[config.mk]
export PLATFORM = sky130hd
export DESIGN_NAME = pipelined_cla_addsub_flat
export DESIGN_NICKNAME = d
export VERILOG_FILES = /design/src/rtl/pipelined_cla_addsub_if.sv /design/src/rtl/pipelined_cla_addsub.sv /design/src/flat_wrapper.sv
export SDC_FILE = /design/constraint.sdc
export NUM_CORES = 1
export LEC_CHECK = 0
export BUFFER_PORTS_ARGS = -buffer_cell sky130_fd_sc_hd__buf_2
export CAP_MARGIN = 10
export CORE_UTILIZATION = 64
export CTS_BUF_LIST = sky130_fd_sc_hd__clkbuf_4
export DETAILED_ROUTE_END_ITERATION = 16
export GPL_ROUTABILITY_DRIVEN = 0
export PLACE_DENSITY_LB_ADDON = 0.3
export SLEW_MARGIN = 20
export SYNTH_ARGS = -nofsm -noshare
export SYNTH_HDL_FRONTEND = slang
export SYNTH_SLANG_ARGS = --single-unit
[constraint.sdc]
create_clock -name clk -period 5.55 [get_ports clk]
set_input_delay 1.11 -clock clk [delete_from_list [all_inputs] [get_ports clk]]
set_output_delay 1.11 -clock clk [all_outputs]
set_load 0.02 [all_outputs]
[src/rtl/pipelined_cla_addsub_if.sv]
// Handshake and data bundle for the pipelined carry-lookahead adder/subtractor.
// The master side supplies operands and accepts results; the slave side is the adder.
interface pipelined_cla_addsub_if #(
  parameter int WIDTH = 16
);
  logic             in_valid;
  logic             in_ready;
  logic [WIDTH-1:0] in1;
  logic [WIDTH-1:0] in2;
  logic             cin;
  logic             sub;
  logic             out_valid;
  logic             out_ready;
  logic [WIDTH-1:0] sum;
  logic             cout;
  logic             ovf;

  modport master (
    output in_valid, in1, in2, cin, sub, out_ready,
    input  in_ready, out_valid, sum, cout, ovf
  );

  modport slave (
    input  in_valid, in1, in2, cin, sub, out_ready,
    output in_ready, out_valid, sum, cout, ovf
  );
endinterface

[src/rtl/pipelined_cla_addsub.sv]
// Pipelined add/subtract built from GROUP-bit carry-lookahead groups.
// Stage k resolves sum bits [k*GROUP +: GROUP] using the carry registered by
// stage k-1. The unresolved high operand bits travel alongside in skew
// registers. The whole pipe advances together when the output slot is empty
// or is being consumed, which gives full-pipeline backpressure.
module pipelined_cla_addsub #(
  parameter int WIDTH = 16,
  parameter int GROUP = 4
) (
  input  logic                  clk,
  input  logic                  rst_n,
  pipelined_cla_addsub_if.slave bus
);
  localparam int L = WIDTH / GROUP;

  if (GROUP < 1 || WIDTH < GROUP || (WIDTH % GROUP) != 0) begin : g_param_check
    $error("pipelined_cla_addsub: WIDTH must be a positive multiple of GROUP");
  end

  // One lookahead group. Returns {carry_out, carry_into_top_bit, sum_bits}.
  function automatic logic [GROUP+1:0] cla_group(
    input logic [GROUP-1:0] a,
    input logic [GROUP-1:0] b,
    input logic             ci
  );
    logic [GROUP-1:0] p;
    logic [GROUP-1:0] g;
    logic [GROUP:0]   c;
    p    = a ^ b;
    g    = a & b;
    c[0] = ci;
    for (int i = 0; i < GROUP; i++) begin
      c[i+1] = g[i] | (p[i] & c[i]);
    end
    return {c[GROUP], c[GROUP-1], p ^ c[GROUP-1:0]};
  endfunction

  // Stage registers
  logic [WIDTH-1:0] a_q [L];
  logic [WIDTH-1:0] b_q [L];
  logic [WIDTH-1:0] s_q [L];
  logic             c_q [L];
  logic             v_q [L];
  logic             msb_c_q;

  // Next-state values
  logic [WIDTH-1:0] a_d [L];
  logic [WIDTH-1:0] b_d [L];
  logic [WIDTH-1:0] s_d [L];
  logic             c_d [L];
  logic             v_d [L];
  logic             msb_c_d;

  // Inputs seen by each stage: prepared operands for stage 0, the previous
  // stage's registers otherwise.
  logic [WIDTH-1:0] a_src [L];
  logic [WIDTH-1:0] b_src [L];
  logic [WIDTH-1:0] s_src [L];
  logic             c_src [L];
  logic             v_src [L];
  logic [GROUP+1:0] grp;

  logic en;

  // The pipe may advance whenever the output slot is free or being drained.
  assign en           = !v_q[L-1] || bus.out_ready;
  assign bus.in_ready = en;

  // Route stage inputs and evaluate one lookahead group per stage.
  always_comb begin
    // NOTE: every combinationally written variable gets a default before any
    // conditional logic, so no path can leave it unassigned and infer a latch.
    msb_c_d = 1'b0;
    grp     = '0;

    // Subtraction is A + ~B + ~cin, so invert B and the incoming carry.
    a_src[0] = bus.in1;
    b_src[0] = bus.in2 ^ {WIDTH{bus.sub}};
    c_src[0] = bus.cin ^ bus.sub;
    s_src[0] = '0;
    v_src[0] = bus.in_valid;
    for (int k = 1; k < L; k++) begin
      a_src[k] = a_q[k-1];
      b_src[k] = b_q[k-1];
      c_src[k] = c_q[k-1];
      s_src[k] = s_q[k-1];
      v_src[k] = v_q[k-1];
    end

    for (int k = 0; k < L; k++) begin
      grp    = cla_group(a_src[k][k*GROUP +: GROUP], b_src[k][k*GROUP +: GROUP], c_src[k]);
      a_d[k] = a_src[k];
      b_d[k] = b_src[k];
      s_d[k] = s_src[k];
      s_d[k][k*GROUP +: GROUP] = grp[GROUP-1:0];
      c_d[k] = grp[GROUP+1];
      v_d[k] = v_src[k];
      if (k == L-1) begin
        msb_c_d = grp[GROUP];
      end
    end
  end

  // Advance every stage together when enabled; hold everything otherwise.
  always_ff @(posedge clk or negedge rst_n) begin
    if (!rst_n) begin
      // NOTE: the data registers are cleared along with the valid bits because
      // sum/cout/ovf come straight from the last stage and must read zero in reset.
      for (int k = 0; k < L; k++) begin
        a_q[k] <= '0;
        b_q[k] <= '0;
        s_q[k] <= '0;
        c_q[k] <= 1'b0;
        v_q[k] <= 1'b0;
      end
      msb_c_q <= 1'b0;
    end else if (en) begin
      // NOTE: non-blocking assignments let every stage sample its neighbour's
      // pre-edge value, which is what makes this a shift rather than a ripple.
      for (int k = 0; k < L; k++) begin
        a_q[k] <= a_d[k];
        b_q[k] <= b_d[k];
        s_q[k] <= s_d[k];
        c_q[k] <= c_d[k];
        v_q[k] <= v_d[k];
      end
      msb_c_q <= msb_c_d;
    end
  end

  assign bus.out_valid = v_q[L-1];
  assign bus.sum       = s_q[L-1];
  assign bus.cout      = c_q[L-1];
  assign bus.ovf       = msb_c_q ^ c_q[L-1];
endmodule

[src/flat_wrapper.sv]
// flat-port wrapper written by rule: the top's interface ports become plain ports
module pipelined_cla_addsub_flat 
#(
  parameter int WIDTH = 16,
  parameter int GROUP = 4
)
  (clk, rst_n, bus_in_valid, bus_in1, bus_in2, bus_cin, bus_sub, bus_out_ready, bus_in_ready, bus_out_valid, bus_sum, bus_cout, bus_ovf);
  pipelined_cla_addsub_if #(.WIDTH(WIDTH)) bus_i ();
  input  logic clk;
  input  logic rst_n;
  input wire logic [$bits(bus_i.in_valid)-1:0] bus_in_valid;
  input wire logic [$bits(bus_i.in1)-1:0] bus_in1;
  input wire logic [$bits(bus_i.in2)-1:0] bus_in2;
  input wire logic [$bits(bus_i.cin)-1:0] bus_cin;
  input wire logic [$bits(bus_i.sub)-1:0] bus_sub;
  input wire logic [$bits(bus_i.out_ready)-1:0] bus_out_ready;
  output wire logic [$bits(bus_i.in_ready)-1:0] bus_in_ready;
  output wire logic [$bits(bus_i.out_valid)-1:0] bus_out_valid;
  output wire logic [$bits(bus_i.sum)-1:0] bus_sum;
  output wire logic [$bits(bus_i.cout)-1:0] bus_cout;
  output wire logic [$bits(bus_i.ovf)-1:0] bus_ovf;
  assign bus_i.in_valid = bus_in_valid;
  assign bus_i.in1 = bus_in1;
  assign bus_i.in2 = bus_in2;
  assign bus_i.cin = bus_cin;
  assign bus_i.sub = bus_sub;
  assign bus_i.out_ready = bus_out_ready;
  assign bus_in_ready = bus_i.in_ready;
  assign bus_out_valid = bus_i.out_valid;
  assign bus_sum = bus_i.sum;
  assign bus_cout = bus_i.cout;
  assign bus_ovf = bus_i.ovf;
  pipelined_cla_addsub #(.WIDTH(WIDTH), .GROUP(GROUP)) u_core (.clk(clk), .rst_n(rst_n), .bus(bus_i));
endmodule
==> results.cfg, run 1 <==
[clock_network]
cts.clk_slew.worst_paths_ns = 0.13
cts_made_buffers = 9
insertion_delay_ns = 0.43
postCtsSetupBuffers = 0
ctsResizeCount = 0
tritoncts = done
clockBufferDepth = 2
clock_sinks = 97
h-tree-depth = 3
postCtsHoldBufs = 0
clockRootBuffer = clkbuf_4

[sta]
period_minus_slack_ns = 3.30
rsz0062_at_grt = false
worst_slew_pin_slew_ns = 0.821
fmax_ghz = 0.303
tns_ns = 0
hold_viol = 0
clock_skew_ns = 0.0167
finalMaxSlewViolations = 0
relSlewSlack = 0.453
finalSetupViolCount = 0
period_share = 0.594
hold_slack_ns = 0.477

[detailed_routing]
ant_nets = 0
top_layer_used = met4
post_drt_via_cell_ratio = 5.38
first_pass_iters = 4
dr.first_iter.drc_count = 77
met2_wirelength_um = 3020
routed-via-count = 2234
wl_met1_um = 2910
detail_route.wl_per_cell_um = 15.2
dr_wl_met3_um = 204
post-route-drc-count = 0
drt-total-wl_um = 6290

[final_layout]
nets = 388
fin_util = 0.733
drive_gt1_frac = 0.467
mostFrequentLayoutCell = dfrtp_1
final_cell_mix = 97 x dfrtp_1, 79 x mux2_2, 56 x buf_2
syn2layout_area_growth_pct = 10.2
fin_cells = 415
diodes = 0
n_fill_cell = 419

[worst_setup_path]
cp.arrival_ns = 3.62
end_kind = register
path_max_fanout = 17
rrSetupSlack_ns = 3.10
start_kind = primary input
regToRegStartpoint = u_core.b_d[12]$_DFFE_PN0P_
crit_required_ns = 5.87
setup.worst_path.start = bus_sub
criticalPathCategory = primary input to register

[yosys]
synth_area_leaders = dfrtp_1 57%, mux2_2 21%, fa_1 7.6%, xor2_1 2.5%, inv_1 2.3%
synth_seq_cells = 97
syn_inst = 278
syn_avg_cell_area_um2 = 15.2
yosys.area.top_type = dfrtp_1
yosysTopAreaCellShare = 0.574
synth_nets = 332
yosysWarnings = 0
synth_seq_area_share = 0.574
ys_types = 14
syn-cell-area_um2 = 4230

[global_routing]
grt_pass1_vias = 2362
grt_pass1_wl_um = 11200
antenna_found_initial = 0
grt_remaining_overflow = 0
grt_max_degree = 92
track_usage = 0.212

[floorplanning]
die_x_um = 83.3
row_count = 29
io_pins = 58
coreArea_um2 = 6350
die_h_um = 83.3
start_util = 0.666
die_area_um2 = 6930

[power_and_ir_drop]
cellLeakagePower_uw = 0.00216
power_uw = 2470
ir_drop_mv = 0.501
p_per_area_nw_per_um2 = 531

[placed_design]
io_buffers = 57
dp_hpwl_um = 4190
placed_cells = 400

[run_status]
status = finished clean

[run]
drv_cap = 0

[hold_path]
hp-start = u_core.v_d[0]$_DFFE_PN0P_
hp-class = register to register
==> worst max-delay path, stage by stage <==
cell	delay (ns)
buf_2	0.43
xnor2_1	0.16
fa_1	0.42
fa_1	0.39
fa_1	0.37
inv_1	0.07
fa_1	0.40
mux2_2	0.27
==> worst paths after layout <==
path / endpoint / depth (start not counted)
max: u_core.s_d[35]$_DFFE_PN0P_ / 8
min: u_core.bus.out_valid$_DFFE_PN0P_ / 1
max reg2reg: u_core.bus.sum[15]$_DFFE_PN0P_ / 9
min reg2reg: u_core.bus.out_valid$_DFFE_PN0P_ / 1
max in group asynchronous: u_core.s_d[19]$_DFFE_PN0P_ / 2
min in group asynchronous: u_core.bus.sum[6]$_DFFE_PN0P_ / 1
==> logic make-up after synthesis <==
group / Yosys count / synth area share
DFF: 97 / 0.574
muxes: 87 / 0.234
buffers and inverters: 40 / 0.0471
xor gates and xnor gates: 18 / 0.0373
adders and majority gates: 16 / 0.0758
and+or+nand+nor: 11 / 0.0207
AOI/OAI and AO/OA: 9 / 0.0107
==> registers in the layout, indices dropped and copies added (netlist names) <==
signal,flops
u_core.a_d,24
u_core.b_d,24
u_core.s_d,24
u_core.bus.sum,16
u_core.c_q,3
u_core.v_d,3
u_core.bus.cout,1
u_core.bus.out_valid,1
u_core.msb_c_q,1
==> cells in the mapped netlist <==
cell and count:
a21oi_1 9, buf_2 9, fa_1 16, buf_6 5, nand2b_1 1, mux2_2 79, xnor2_1 6, mux2i_1 4
mux2_4 4, nand2b_4 1, dfrtp_1 97, xor2_1 12, inv_1 26, nor3b_1 9
==> power by group <==
| group | switching (uW) | internal (uW) |
|---|---|---|
| clock | 210 | 144 |
| combinational | 435 | 488 |
| sequential | 171 | 1020 |
==> routing by layer <==
layer  vias to the layer above  track usage
met2                        43        0.329
met1                      1153        0.294
met3                        11       0.0398
li1                       1027            -
met4                         0        0.103
met5                         -            0
==> metrics by stage <==
stage | setup WS [ns] | instance area (um2)
6_report | 2.25 | 4660
3_5_place_dp | 1.76 | 4520
4_1_cts | 2.22 | 4650
2_1_floorplan | 1.88 | 4230
3_3_place_gp | 1.83 | 4520
5_1_grt | 2.16 | 4660
==> cell type report <==
cell class / count / area, um2 / area share
inverters: 26 / 97.6 / 0.0210
well taps: 77 / 96.3 / 0.0207
clock buffers: 11 / 82.6 / 0.0177
multi-input cells: 141 / 1600 / 0.344
repair buffers: 59 / 307 / 0.0658
flip-flops and latches: 97 / 2430 / 0.521
clock inverters: 4 / 45.0 / 0.00967
Note: power is estimated with default switching activity, not from simulation.
==> inputs of run 2 (changes only) <==
--- a/config.mk
+++ b/config.mk
@@ -7,7 +7,7 @@
 export LEC_CHECK = 0
 export BUFFER_PORTS_ARGS = -buffer_cell sky130_fd_sc_hd__buf_2
 export CAP_MARGIN = 10
-export CORE_UTILIZATION = 64
+export CORE_UTILIZATION = 59
 export CTS_BUF_LIST = sky130_fd_sc_hd__clkbuf_4
 export DETAILED_ROUTE_END_ITERATION = 16
 export GPL_ROUTABILITY_DRIVEN = 0
==> constraint.sdc (replaced) <==
create_clock -name clk -period 3.11 [get_ports clk]
set_input_delay 0.622 -clock clk [delete_from_list [all_inputs] [get_ports clk]]
set_output_delay 0.622 -clock clk [all_outputs]
set_load 0.02 [all_outputs]
==> results.cfg, run 2 (same netlist as run 1, synthesis figures left out) <==
[worst_setup_path]
criticalPathCategory = primary input to register
regToRegStartpoint = u_core.b_d[12]$_DFFE_PN0P_
path_max_fanout = 3
cpMostUsedCell = fa_1
setup.worst_path.start = bus_sub
cpMaxStageDelayCell = fa_1
path_buf_inv = 2
path_cells = buf_2, xnor2_1, fa_1, fa_1, fa_1, inv_1, fa_1, mux2_2
critical_path.top_delay_family = adder cells
end_kind = register
start_kind = primary input
crit_required_ns = 3.43
slowest_delay_ns = 0.44
cp.arrival_ns = 2.87

[sta]
clock_skew_ns = 0.0121
fmax_ghz = 0.393
finalMaxSlewViolations = 0
period_share = 0.819
finalSetupViolCount = 0
period_minus_slack_ns = 2.55
relSlewSlack = 0.497
rsz0062_at_grt = false
hold_viol = 0
tns_ns = 0
worst_slew_pin_slew_ns = 0.754

[detailed_routing]
ant_nets = 0
drt-total-wl_um = 6380
detail_route.wl_per_cell_um = 14.7
dr.first_iter.drc_count = 77
routed-via-count = 2217
post_drt_via_cell_ratio = 5.10
first_pass_iters = 4
post-route-drc-count = 0

[placed_design]
dp_hpwl_um = 4340
io_buffers = 57

[clock_network]
tritoncts = done
ctsResizeCount = 0
postCtsHoldBufs = 0
postCtsSetupBuffers = 0
clockRootBuffer = clkbuf_4
insertion_delay_ns = 0.43
cts_made_buffers = 9
clock_sinks = 97
h-tree-depth = 3
cts.clk_slew.worst_paths_ns = 0.15
clockBufferDepth = 2

[global_routing]
grt_pass1_vias = 2259
antenna_found_initial = 0
grt_remaining_overflow = 0
track_usage = 0.195
grt_pass1_wl_um = 10800
grt_max_degree = 87

[floorplanning]
die_h_um = 86.6
io_pins = 58
row_count = 30
die_area_um2 = 7510
coreArea_um2 = 6870
start_util = 0.615
die_x_um = 86.6

[power_and_ir_drop]
p_int_uw = 2860
ir_drop_mv = 0.500
p_comb_frac = 0.383
power_switching_uw = 1480
power_frac_clock = 0.128
p_per_area_nw_per_um2 = 928
switching_share = 0.340
cellLeakagePower_uw = 0.00215
seqPwrFrac = 0.488

[run]
drv_cap = 0

[final_layout]
nets = 389
mostFrequentLayoutCell = dfrtp_1
diodes = 0
n_fill_cell = 508
drive_gt1_frac = 0.466
syn2layout_area_growth_pct = 10.6
fin_util = 0.681
final_cell_mix = 97 x dfrtp_1, 79 x mux2_2, 56 x buf_2

[hold_path]
hp-class = primary input to async pin

[run_status]
status = finished clean
[run 2: final timing paths]
check	end	slack, ns	cells after the start
setup reg to reg	u_core.bus.sum[15]$_DFFE_PN0P_	0.70	9
hold / removal	u_core.s_d[21]$_DFFE_PN0P_	0.22	1
min in group clk	u_core.a_d[38]$_DFFE_PN0P_	0.41	2
setup / recovery	u_core.s_d[35]$_DFFE_PN0P_	0.56	8
max in group asynchronous	u_core.a_d[30]$_DFFE_PN0P_	2.20	2
hold reg to reg	u_core.bus.out_valid$_DFFE_PN0P_	0.48	1
[run 2: per-layer routing]
| layer | vias up | track usage | wire length (um) |
|---|---|---|---|
| met5 | - | 0 | 0 |
| met4 | 0 | 0.0818 | 105 |
| met3 | 7 | 0.0324 | 181 |
| met2 | 40 | 0.302 | 3130 |
| met1 | 1142 | 0.277 | 2960 |
| li1 | 1028 | - | - |
[run 2: stage by stage]
step	worst slack, ns	instance area (um2)	hold slack (ns)	instances	total power [uW]
CTS	0.558	4670	0.392	435	4410
floorplan	0.00790	4230	0.326	278	3400
global placement	0.180	4570	0.441	420	3760
finish	0.564	4680	0.225	435	4340
global route	0.502	4680	0.274	435	4670
detailed placement	0.0854	4570	0.453	420	3850
[run 2: worst reg2reg max path: cells and delay by family (launching register included)]
family	cells	cell delay, ns
buffers and inverters	4	0.31
adders and majority gates	4	1.36
muxes	1	0.27
DFF	1	0.37
[run 2: area by class of cell]
class	count	area (um2)	share of cell area
sequential	97	2430	0.519
multi-input combinational	141	1600	0.342
timing repair buffer	60	327	0.0698
tap	96	120	0.0257
inverter	26	97.6	0.0209
clock buffer	9	67.6	0.0145
clock inverter	6	36.3	0.00776
[run 2: power groups by stage]
stage	combinational [uW]	clock [uW]	sequential [uW]
after global placement	1630	0	2130
after floorplan	1180	0	2220
final	1660	556	2120
after CTS	1700	578	2130
after global routing	1850	621	2200
after detailed placement	1690	0	2160
